===== src/rtl/maple_sched_pkg.sv =====
// rtl/maple_sched_pkg.sv - shared state encoding, marker byte and width helper for the scheduler
package maple_sched_pkg;

  typedef enum logic [2:0] {
    ST_IDLE     = 3'd0,
    ST_SEND     = 3'd1,
    ST_WAIT_RSP = 3'd2,
    ST_RECV     = 3'd3,
    ST_TOUT     = 3'd4,
    ST_GAP      = 3'd5
  } sched_state_e;

  localparam logic [7:0] TIMEOUT_MARKER = 8'hFF;

  function automatic int clog2(input int n);
    int r;
    r = 0;
    for (int v = n - 1; v > 0; v = v >> 1) r++;
    return r;
  endfunction

endpackage


===== src/rtl/maple_txn_scheduler_if.sv =====
// rtl/maple_txn_scheduler_if.sv - requester, transceiver and response streams of the scheduler
interface maple_txn_scheduler_if
  import maple_sched_pkg::*;
#(
  parameter int NUM_REQ = 4,
  parameter int IDW     = clog2(NUM_REQ)
);
  logic [NUM_REQ-1:0]   req_tvalid;
  logic [NUM_REQ-1:0]   req_tready;
  logic [NUM_REQ*8-1:0] req_tdata;
  logic [NUM_REQ-1:0]   req_tlast;

  logic       m_axis_tx_tvalid;
  logic       m_axis_tx_tready;
  logic [7:0] m_axis_tx_tdata;
  logic       m_axis_tx_tlast;

  logic       s_axis_rx_tvalid;
  logic       s_axis_rx_tready;
  logic [7:0] s_axis_rx_tdata;
  logic       s_axis_rx_tlast;

  logic           rsp_tvalid;
  logic           rsp_tready;
  logic [7:0]     rsp_tdata;
  logic           rsp_tlast;
  logic [IDW-1:0] rsp_tdest;
  logic           rsp_tuser;

  modport master (
    input  req_tvalid, req_tdata, req_tlast,
    output req_tready,
    output m_axis_tx_tvalid, m_axis_tx_tdata, m_axis_tx_tlast,
    input  m_axis_tx_tready,
    input  s_axis_rx_tvalid, s_axis_rx_tdata, s_axis_rx_tlast,
    output s_axis_rx_tready,
    output rsp_tvalid, rsp_tdata, rsp_tlast, rsp_tdest, rsp_tuser,
    input  rsp_tready
  );

  modport slave (
    output req_tvalid, req_tdata, req_tlast,
    input  req_tready,
    input  m_axis_tx_tvalid, m_axis_tx_tdata, m_axis_tx_tlast,
    output m_axis_tx_tready,
    output s_axis_rx_tvalid, s_axis_rx_tdata, s_axis_rx_tlast,
    input  s_axis_rx_tready,
    input  rsp_tvalid, rsp_tdata, rsp_tlast, rsp_tdest, rsp_tuser,
    output rsp_tready
  );

endinterface


===== src/rtl/maple_rr_arbiter.sv =====
// rtl/maple_rr_arbiter.sv - combinational round-robin pick starting just above last_grant
module maple_rr_arbiter
  import maple_sched_pkg::*;
#(
  parameter int NUM_REQ = 4,
  parameter int IDW     = clog2(NUM_REQ)
) (
  input  logic [NUM_REQ-1:0] req,
  input  logic [IDW-1:0]     last_grant,
  output logic               grant_valid,
  output logic [IDW-1:0]     grant_id
);

  int             idx;
  logic [IDW-1:0] cand;

  always_comb begin
    grant_valid = 1'b0;
    grant_id    = '0;
    idx         = 0;
    cand        = '0;
    for (int k = 1; k <= NUM_REQ; k++) begin
      idx  = (int'(last_grant) + k) % NUM_REQ;
      cand = IDW'(idx);
      if (!grant_valid && req[cand]) begin
        grant_valid = 1'b1;
        grant_id    = cand;
      end
    end
  end

endmodule


===== src/rtl/maple_txn_scheduler.sv =====
// rtl/maple_txn_scheduler.sv - shares one Maple Bus transceiver among NUM_REQ requesters
module maple_txn_scheduler
  import maple_sched_pkg::*;
#(
  parameter int NUM_REQ        = 4,
  parameter int IDW            = clog2(NUM_REQ),
  parameter int TIMEOUT_CYCLES = 200000,
  parameter int GAP_CYCLES     = 16
) (
  input  logic                  ACLK,
  input  logic                  ARESETN,
  maple_txn_scheduler_if.master bus,
  output logic                  busy,
  output logic [15:0]           timeout_count
);

  localparam logic [2:0] S_IDLE     = ST_IDLE;
  localparam logic [2:0] S_SEND     = ST_SEND;
  localparam logic [2:0] S_WAIT_RSP = ST_WAIT_RSP;
  localparam logic [2:0] S_RECV     = ST_RECV;
  localparam logic [2:0] S_TOUT     = ST_TOUT;
  localparam logic [2:0] S_GAP      = ST_GAP;

  logic [2:0]     state;
  logic [IDW-1:0] grant;
  logic [IDW-1:0] last_grant;
  logic [31:0]    timer;
  logic [31:0]    gap_cnt;
  logic           grant_valid;
  logic [IDW-1:0] grant_id;
  logic           sel_valid, sel_last, tx_hs, rx_hs, rx_phase;

  maple_rr_arbiter #(.NUM_REQ(NUM_REQ), .IDW(IDW)) u_arb (
    .req         (bus.req_tvalid),
    .last_grant  (last_grant),
    .grant_valid (grant_valid),
    .grant_id    (grant_id)
  );

  assign sel_valid = bus.req_tvalid[grant];
  assign sel_last  = bus.req_tlast[grant];
  assign rx_phase  = (state == S_WAIT_RSP) || (state == S_RECV);
  assign tx_hs     = (state == S_SEND) && sel_valid && bus.m_axis_tx_tready;
  assign rx_hs     = rx_phase && bus.s_axis_rx_tvalid && bus.rsp_tready;
  assign busy      = (state != S_IDLE);

  // Every stream output is a pure function of state, so reset and GAP idle them for free.
  always_comb begin
    bus.req_tready       = '0;
    bus.m_axis_tx_tvalid = 1'b0;
    bus.m_axis_tx_tdata  = 8'h00;
    bus.m_axis_tx_tlast  = 1'b0;
    bus.s_axis_rx_tready = 1'b0;
    bus.rsp_tvalid       = 1'b0;
    bus.rsp_tdata        = 8'h00;
    bus.rsp_tlast        = 1'b0;
    bus.rsp_tuser        = 1'b0;
    bus.rsp_tdest        = (state == S_IDLE) ? '0 : grant;
    case (state)
      S_SEND: begin
        bus.m_axis_tx_tvalid  = sel_valid;
        bus.m_axis_tx_tdata   = bus.req_tdata[{grant, 3'b000} +: 8];
        bus.m_axis_tx_tlast   = sel_last;
        bus.req_tready[grant] = bus.m_axis_tx_tready;
      end
      S_WAIT_RSP, S_RECV: begin
        bus.s_axis_rx_tready = bus.rsp_tready;
        bus.rsp_tvalid       = bus.s_axis_rx_tvalid;
        bus.rsp_tdata        = bus.s_axis_rx_tdata;
        bus.rsp_tlast        = bus.s_axis_rx_tlast;
      end
      S_TOUT: begin
        bus.rsp_tvalid = 1'b1;
        bus.rsp_tdata  = TIMEOUT_MARKER;
        bus.rsp_tlast  = 1'b1;
        bus.rsp_tuser  = 1'b1;
      end
      default: ;
    endcase
  end

  always_ff @(posedge ACLK) begin
    if (!ARESETN) begin
      state         <= S_IDLE;
      grant         <= '0;
      last_grant    <= IDW'(NUM_REQ - 1);
      timer         <= '0;
      gap_cnt       <= '0;
      timeout_count <= '0;
    end else begin
      if (state != S_GAP) gap_cnt <= '0;
      case (state)
        S_IDLE: if (grant_valid) begin
          grant      <= grant_id;
          last_grant <= grant_id;
          state      <= S_SEND;
        end
        S_SEND: if (tx_hs && sel_last) begin
          timer <= '0;
          state <= S_WAIT_RSP;
        end
        S_WAIT_RSP: begin
          timer <= timer + 32'd1;
          // A beat already offered on the terminal cycle beats the timeout.
          if (rx_hs) state <= bus.s_axis_rx_tlast ? S_GAP : S_RECV;
          else if (!bus.s_axis_rx_tvalid && timer >= 32'(TIMEOUT_CYCLES - 1)) state <= S_TOUT;
        end
        S_RECV: if (rx_hs && bus.s_axis_rx_tlast) state <= S_GAP;
        S_TOUT: if (bus.rsp_tready) begin
          if (timeout_count != 16'hFFFF) timeout_count <= timeout_count + 16'd1;
          state <= S_GAP;
        end
        S_GAP: begin
          if (gap_cnt == 32'(GAP_CYCLES - 1)) state <= S_IDLE;
          else gap_cnt <= gap_cnt + 32'd1;
        end
        default: state <= S_IDLE;
      endcase
    end
  end

endmodule


===== src/flat_wrapper.sv =====
// flat-port wrapper written by rule: the top's interface ports become plain ports
module maple_txn_scheduler_flat import maple_sched_pkg::*;
#(
  parameter int NUM_REQ        = 4,
  parameter int IDW            = clog2(NUM_REQ),
  parameter int TIMEOUT_CYCLES = 200000,
  parameter int GAP_CYCLES     = 16
)
  (ACLK, ARESETN, busy, timeout_count, bus_req_tvalid, bus_req_tdata, bus_req_tlast, bus_req_tready, bus_m_axis_tx_tvalid, bus_m_axis_tx_tdata, bus_m_axis_tx_tlast, bus_m_axis_tx_tready, bus_s_axis_rx_tvalid, bus_s_axis_rx_tdata, bus_s_axis_rx_tlast, bus_s_axis_rx_tready, bus_rsp_tvalid, bus_rsp_tdata, bus_rsp_tlast, bus_rsp_tdest, bus_rsp_tuser, bus_rsp_tready);
  maple_txn_scheduler_if #(.NUM_REQ(NUM_REQ), .IDW(IDW)) bus_i ();
  input  logic ACLK;
  input  logic ARESETN;
  output logic busy;
  output logic [15:0] timeout_count;
  input wire logic [$bits(bus_i.req_tvalid)-1:0] bus_req_tvalid;
  input wire logic [$bits(bus_i.req_tdata)-1:0] bus_req_tdata;
  input wire logic [$bits(bus_i.req_tlast)-1:0] bus_req_tlast;
  output wire logic [$bits(bus_i.req_tready)-1:0] bus_req_tready;
  output wire logic [$bits(bus_i.m_axis_tx_tvalid)-1:0] bus_m_axis_tx_tvalid;
  output wire logic [$bits(bus_i.m_axis_tx_tdata)-1:0] bus_m_axis_tx_tdata;
  output wire logic [$bits(bus_i.m_axis_tx_tlast)-1:0] bus_m_axis_tx_tlast;
  input wire logic [$bits(bus_i.m_axis_tx_tready)-1:0] bus_m_axis_tx_tready;
  input wire logic [$bits(bus_i.s_axis_rx_tvalid)-1:0] bus_s_axis_rx_tvalid;
  input wire logic [$bits(bus_i.s_axis_rx_tdata)-1:0] bus_s_axis_rx_tdata;
  input wire logic [$bits(bus_i.s_axis_rx_tlast)-1:0] bus_s_axis_rx_tlast;
  output wire logic [$bits(bus_i.s_axis_rx_tready)-1:0] bus_s_axis_rx_tready;
  output wire logic [$bits(bus_i.rsp_tvalid)-1:0] bus_rsp_tvalid;
  output wire logic [$bits(bus_i.rsp_tdata)-1:0] bus_rsp_tdata;
  output wire logic [$bits(bus_i.rsp_tlast)-1:0] bus_rsp_tlast;
  output wire logic [$bits(bus_i.rsp_tdest)-1:0] bus_rsp_tdest;
  output wire logic [$bits(bus_i.rsp_tuser)-1:0] bus_rsp_tuser;
  input wire logic [$bits(bus_i.rsp_tready)-1:0] bus_rsp_tready;
  assign bus_i.req_tvalid = bus_req_tvalid;
  assign bus_i.req_tdata = bus_req_tdata;
  assign bus_i.req_tlast = bus_req_tlast;
  assign bus_req_tready = bus_i.req_tready;
  assign bus_m_axis_tx_tvalid = bus_i.m_axis_tx_tvalid;
  assign bus_m_axis_tx_tdata = bus_i.m_axis_tx_tdata;
  assign bus_m_axis_tx_tlast = bus_i.m_axis_tx_tlast;
  assign bus_i.m_axis_tx_tready = bus_m_axis_tx_tready;
  assign bus_i.s_axis_rx_tvalid = bus_s_axis_rx_tvalid;
  assign bus_i.s_axis_rx_tdata = bus_s_axis_rx_tdata;
  assign bus_i.s_axis_rx_tlast = bus_s_axis_rx_tlast;
  assign bus_s_axis_rx_tready = bus_i.s_axis_rx_tready;
  assign bus_rsp_tvalid = bus_i.rsp_tvalid;
  assign bus_rsp_tdata = bus_i.rsp_tdata;
  assign bus_rsp_tlast = bus_i.rsp_tlast;
  assign bus_rsp_tdest = bus_i.rsp_tdest;
  assign bus_rsp_tuser = bus_i.rsp_tuser;
  assign bus_i.rsp_tready = bus_rsp_tready;
  maple_txn_scheduler #(.NUM_REQ(NUM_REQ), .IDW(IDW), .TIMEOUT_CYCLES(TIMEOUT_CYCLES), .GAP_CYCLES(GAP_CYCLES)) u_core (.ACLK(ACLK), .ARESETN(ARESETN), .bus(bus_i), .busy(busy), .timeout_count(timeout_count));
endmodule

===== config.mk =====
export PLATFORM = sky130hd
export DESIGN_NAME = maple_txn_scheduler_flat
export DESIGN_NICKNAME = d
export VERILOG_FILES = /design/src/rtl/maple_sched_pkg.sv /design/src/rtl/maple_txn_scheduler_if.sv /design/src/rtl/maple_rr_arbiter.sv /design/src/rtl/maple_txn_scheduler.sv /design/src/flat_wrapper.sv
export SDC_FILE = /design/constraint.sdc
export NUM_CORES = 1
export LEC_CHECK = 0
export CAP_MARGIN = 20
export CORE_ASPECT_RATIO = 1.75
export CORE_MARGIN = 4
export CORE_UTILIZATION = 39
export DETAILED_ROUTE_END_ITERATION = 12
export GPL_TIMING_DRIVEN = 0
export PLACE_DENSITY = 0.77
export REMOVE_ABC_BUFFERS = 1
export SLEW_MARGIN = 40
export SYNTH_ARGS = -nofsm -noshare
export SYNTH_HDL_FRONTEND = slang
export SYNTH_HIERARCHICAL = 1
export SYNTH_SLANG_ARGS = --single-unit
export TNS_END_PERCENT = 1

===== constraint.sdc =====
create_clock -name ACLK -period 2.08 [get_ports ACLK]
set_input_delay 0.52 -clock ACLK [delete_from_list [all_inputs] [get_ports ACLK]]
set_output_delay 0.52 -clock ACLK [all_outputs]
set_load 0.02 [all_outputs]

## Word-level counts from Yosys, hierarchy flattened

Cells that the tools add are included.

- Register bits after elaboration: 87
- Output and inout port bits: 45

- Add/sub/neg operators: 7
- $lt $le $gt $ge: 7
- Eq/ne operators: 14
- Shift-type cells: 1
- Muxes and demuxes: 46
- Bitwise operators: 1
- Reductions and logical operators: 24

Operator list:

| operator | count |
|---|---|
| 32-bit two-way mux | 4 |
| 32-bit by 1-bit adder with 32-bit output, second input constant | 2 |
| 32-bit case mux with 2 select lines | 1 |
| 32-bit by 4-bit == test with 1-bit output, second input constant | 1 |
| 32-bit by 18-bit >= comparator with 1-bit output, second input constant | 1 |
| 32-bit by 6-bit variable part select with 8-bit output | 1 |
| 3-bit two-way mux | 8 |
| 3-bit case mux with 6 select lines | 1 |
| 16-bit by 1-bit adder with 16-bit output, second input constant | 1 |
| 16-bit inequality test, second input constant | 1 |
| 8-bit case mux with 2 select lines | 1 |
| 2-bit by 3-bit less-than comparator with 1-bit output, second input constant | 5 |
| 1-bit two-way mux | 15 |
| 1-bit binary-select mux with 2-bit select | 6 |
| 1-bit logical AND | 11 |
| 2-bit two-way mux | 5 |
| 8-bit two-way mux | 1 |
| 3-bit by 2-bit == test with 1-bit output, second input constant | 2 |
| 3-bit == test, second input constant | 2 |
| 2-bit inequality test, second input constant | 3 |
| 6-bit AND reduction | 1 |
| 2-bit by 1-bit adder with 2-bit output, second input constant | 2 |
| 2-bit adder, second input constant | 2 |
| 4-bit bitwise AND | 1 |
| 16 further kinds | 22 |

## Depth between registers and ports, before layout

- Word-level depth: 15
- Depth in mapped cells: 7

## By module

Netlist, hierarchy kept.

Modules (own cells, without submodules):

| module | instances | cells an instance | area an instance (um^2) | sequential area each (um^2) |
|---|---|---|---|---|
| maple_txn_scheduler | 1 | 575 | 4720.8 | 1741.7 |
| maple_rr_arbiter | 1 | 14 | 91.3 | 0.0 |

## Worst setup path after synthesis

No wires, ideal clock.

- Path type: reg2out
- Start: register u_core.grant[0]
- End: output bus_m_axis_tx_tdata[1]
- Data arrival time: 1.580 ns
- Data required time: 1.560 ns
- Path slack: -0.020 ns
- Stages on the path, launching flop included: 5
- Path buffers: 2
- Cells stage by stage: dfxtp_1 > clkbuf_1 > buf_2 > mux4_2 > and2_1

- Cells in the longest elaborated chain, start to end: 2

RTL lines:

| what | RTL line | RTL |
|---|---|---|
| start, declared | maple_txn_scheduler.sv:25 | `logic [IDW-1:0] grant;` |
| start signal, assigned | maple_txn_scheduler.sv:94 | `grant <= grant_id;` |
| 32-bit by 6-bit variable part select with 8-bit output | maple_txn_scheduler.sv:62 | `bus.m_axis_tx_tdata = bus.req_tdata[{grant, 3'b000} +: 8];` |
| 8-bit two-way mux | maple_txn_scheduler.sv:59 | `case (state)` |
| end, declared | flat_wrapper.sv:20 | `output wire logic [$bits(bus_i.m_axis_tx_tdata)-1:0] bus_m_axis_tx_tdata;` |

Every way passes these cells.

## Final worst setup path

- Start: register u_core.grant[0]
- End: output bus_m_axis_tx_tlast

- Cells in the longest elaborated chain, start to end: 3

RTL lines:

| what | RTL line | RTL |
|---|---|---|
| 1-bit binary-select mux with 2-bit select | maple_txn_scheduler.sv:41 | `assign sel_last = bus.req_tlast[grant];` |
| 1-bit two-way mux (implied by the code) | maple_txn_scheduler.sv:41 |  |
| 1-bit two-way mux | maple_txn_scheduler.sv:59 |  |
| end, declared | flat_wrapper.sv:21 | `output wire logic [$bits(bus_i.m_axis_tx_tlast)-1:0] bus_m_axis_tx_tlast;` |

Every way passes these cells. The select of a mux whose other input is x is not followed.

==> summary.md <==
| Metric | Value |
|---|---|
| Reg2reg start | `u_core/grant[0]` |
| Tightest Pin Transition | `between 700 and 800 ps` |
| Starting Density | `0.399` |
| WHS | `497 ps` |
| Die area | `~14000 sq um` |
| Tcrit/Tclk final | `1.05` |
| Busiest layer in global routing | `met2` |
| Gr ovfl total | `0` |
| WP data arrival | `around 1700 ps` |
| Die width | `92.0 um` |
| RR Endpoint | `u_core/timer[0]` |
| Max-slew violation count | `0` |
| Fill count | `about 1.1k` |
| WS Path Type | `reg2out` |
| Slew headroom | `0.529` |
| Clk Latency, worst-skew pair | `~330 ps` |
| Clock sink count | `a little under 90` |
| Core ar. | `12100 sq um` |
| Worst R2R Setup Slack | `-60 ps` |
| Setup Skew | `approximately 8.0 ps` |
| Max_cap viols | `0` |
| Drt first-iter violations | `between 200 and 250` |
| Final Total Pwr | `~0.0055 W` |
| CTS Buf Count | `9` |
| Worst Path Max Fanout | `7` |
| Most frequent cells in the layout | `nor2_1 (81), dfxtp_1 (81), nand2_1 (61)` |
| Port buffer count | `98` |
| Leakage | `approximately 2.7 nW` |
| Failing checks | `setup timing` |
| Critical path launch point type | `flop` |
| Launch point of the worst path | `u_core/grant[0]` |
| Worst-case clock buffer depth | `2` |
| RSZ-0062 raised after global routing | `yes` |
| Multi-input logic area | `between 3000 and 4000 sq um` |
| Placer congestion estimate | `a little under 0.8` |
| Final ANT Viol Nets | `0` |
| Initial antenna violation count | `2` |
| Number of vias per cell | `between 5 and 6` |
| Share of layout cells above drive strength 1 | `0.193` |
| Part of the Yosys area used for sequential elements | `0.362` |
| CTS tree | `built` |
| Worst min path class | `reg2reg` |
| Data required, critical path | `~1600 ps` |
| HPWL after DPL | `between 9000 and 10000 um` |
| Pwr/cell area | `between 800 and 900 nW/um^2` |
| Synth Flop Type | `dfxtp_1` |
| Global-route wire length before repair | `roughly 21000 um` |
| Crit end category | `output port` |
| Wire per inst | `15.5 um` |
| Mapped Area | `between 4000 and 5000 sq um` |
| Drt total wl | `roughly 13000 um` |
| Clock root cell | `clkbuf_16` |
| Die height | `between 150 and 200 um` |
| Register area | `between 1500 and 2000 sq um` |
| NumNets Final | `around 750` |
| Fmax achieved | `between 400 and 500 MHz` |
| Final hold violation count | `0` |
| Largest net degree at the start of global routing | `39` |
| Cell Rows | `between 50 and 60` |
| Cells after synthesis | `roughly 600` |
| Final core occ | `0.545` |
| Num ports | `99` |
| Status | `finished, violations left` |
| Worst reg2reg path depth | `8` |
| Vias | `4749` |
| Flops & latches, synth | `between 80 and 90` |
| Clock slew at reported path FFs | `about 60 ps` |
| IR drop worst, VDD | `0.000560 V` |
| Area added between synthesis and finish | `36.8%` |
| Synth cell types | `55` |
| GRT Total Usage | `0.180` |
| Met2 Resource Use GR | `0.355` |
| GRT met1 Usage | `0.179` |
| Vias in the first global route | `around 4.8k` |
| M3 GR Usage | `0.0290` |
| Async S/R FF share, synth | `0` |
| Synth Warn # | `6` |
| Setup-failing EPs final | `14` |
| Post-synth EDFFs | `0` |
| Drt first pass iters | `5` |
| DRC viols | `0` |
| Avg Inst Size Synth | `between 8 and 9 sq um` |
| Final WS setup | `-110 ps` |
| Htree depth | `3` |
| Endpoint with the worst hold slack | `u_core/timer[10]` |
| Hold_sp | `u_core/timer[10]` |
| Hold depth | `2` |
| Fin crit period | `roughly 2200 ps` |
## power breakdown
| group | internal (W) | switching, W | total [W] | leakage, nW |
|---|---|---|---|---|
| Clock | 0.000869 | 0.000628 | 0.00150 | 0.134 |
| Combinational | 0.00105 | 0.00101 | 0.00206 | 1.83 |
| Sequential | 0.00176 | 0.000190 | 0.00195 | 0.706 |
| Total | 0.00368 | 0.00182 | 0.00550 | 2.67 |
## layer usage
layer / wire (um) / share of wire
met1: 4860 / 0.36
met2: 7850 / 0.58
met3: 383 / 0.028
met4: 386 / 0.029
met5: 0 / 0
## flip-flops by register name, indices dropped and copies added (netlist names)
register,cells
u_core/timer,32
u_core/gap_cnt,32
u_core/state,3
u_core/timeout_count,16
u_core/last_grant,2
u_core/grant,2
## cell type report
type                       instances  area share
antenna                            2    0.000760
clock buffer                      11      0.0384
clock inverter                     5     0.00494
inverter                          16     0.00912
multi-input combinational        463       0.471
sequential                        87       0.268
tap                              165      0.0314
timing repair buffer             118       0.176
## cell usage after synthesis (2+ instances only)
cell / n / share of area
o21a_1: 3 / 0.0047
mux2_2: 7 / 0.016
buf_4: 2 / 0.0031
o31ai_1: 2 / 0.0031
and4_1: 5 / 0.0091
dfxtp_1: 87 / 0.36
clkbuf_1: 15 / 0.012
inv_1: 16 / 0.012
nor3_1: 17 / 0.018
nand2b_1: 6 / 0.0078
nor2b_1: 5 / 0.0065
buf_2: 5 / 0.0052
mux2i_1: 7 / 0.015
o21ai_0: 16 / 0.017
or2_0: 5 / 0.0065
nand2_2: 2 / 0.0026
ha_1: 3 / 0.0078
nand2_1: 64 / 0.050
and3_1: 11 / 0.014
a21oi_1: 27 / 0.028
a31oi_1: 4 / 0.0052
or3_1: 12 / 0.016
xnor2_1: 21 / 0.038
nand4_1: 24 / 0.031
nor4_2: 3 / 0.0078
nand3_1: 45 / 0.047
nor2_1: 82 / 0.064
mux4_2: 10 / 0.047
o211a_1: 2 / 0.0042
xor2_1: 19 / 0.035
nor4_1: 9 / 0.012
and2_1: 19 / 0.025
a21o_1: 10 / 0.016
or2_2: 3 / 0.0039
## cells by family after synthesis
group | count (synthesis) | share of synthesized area
AND/OR/NAND/NOR | 321 | 0.345
flip-flops | 87 | 0.362
AO/OA/AOI/OAI | 75 | 0.101
XOR/XNOR | 40 | 0.0728
buffers and inverters | 39 | 0.0333
multiplexers | 24 | 0.0777
adder cells (fa/ha/maj) | 3 | 0.00780
## how the worst max path moves through the flow
stage / end / depth (start not counted)
after global placement: u_core/timer[4] / 6
after global routing: u_core/timer[20] / 9
after floorplan: u_core/timer[0] / 5
after CTS: bus_m_axis_tx_tdata[0] / 4
after detailed placement: u_core/timer[27] / 6
final: bus_m_axis_tx_tlast / 4
## critical path, cell delays in order, from the launching register on
cell and delay, ps:
dfxtp_4 400, buf_6 120, mux4_2 530, and2_4 170, buf_6 120
## what timing repair did
item,in CTS,in global routing
pin swaps,5,17
hold buffers,0,0
endpoints found under the setup margin,112,71
gates cloned,0,0
resized for setup,136,91
setup buffers,8,10
## stage by stage
stage                     area (sq um)  setup WS (ps)  TNS [ps]  instances
final                             6580           -110      -934        867
after global routing              6580           -149     -2700        867
after CTS                         6330           -235     -2050        855
after detailed placement          5920           -935    -56980        831
after global placement            5900          -1300    -80270        829
after floorplan                   4710           -374     -7390        566
(Power assumes the default switching activity.)
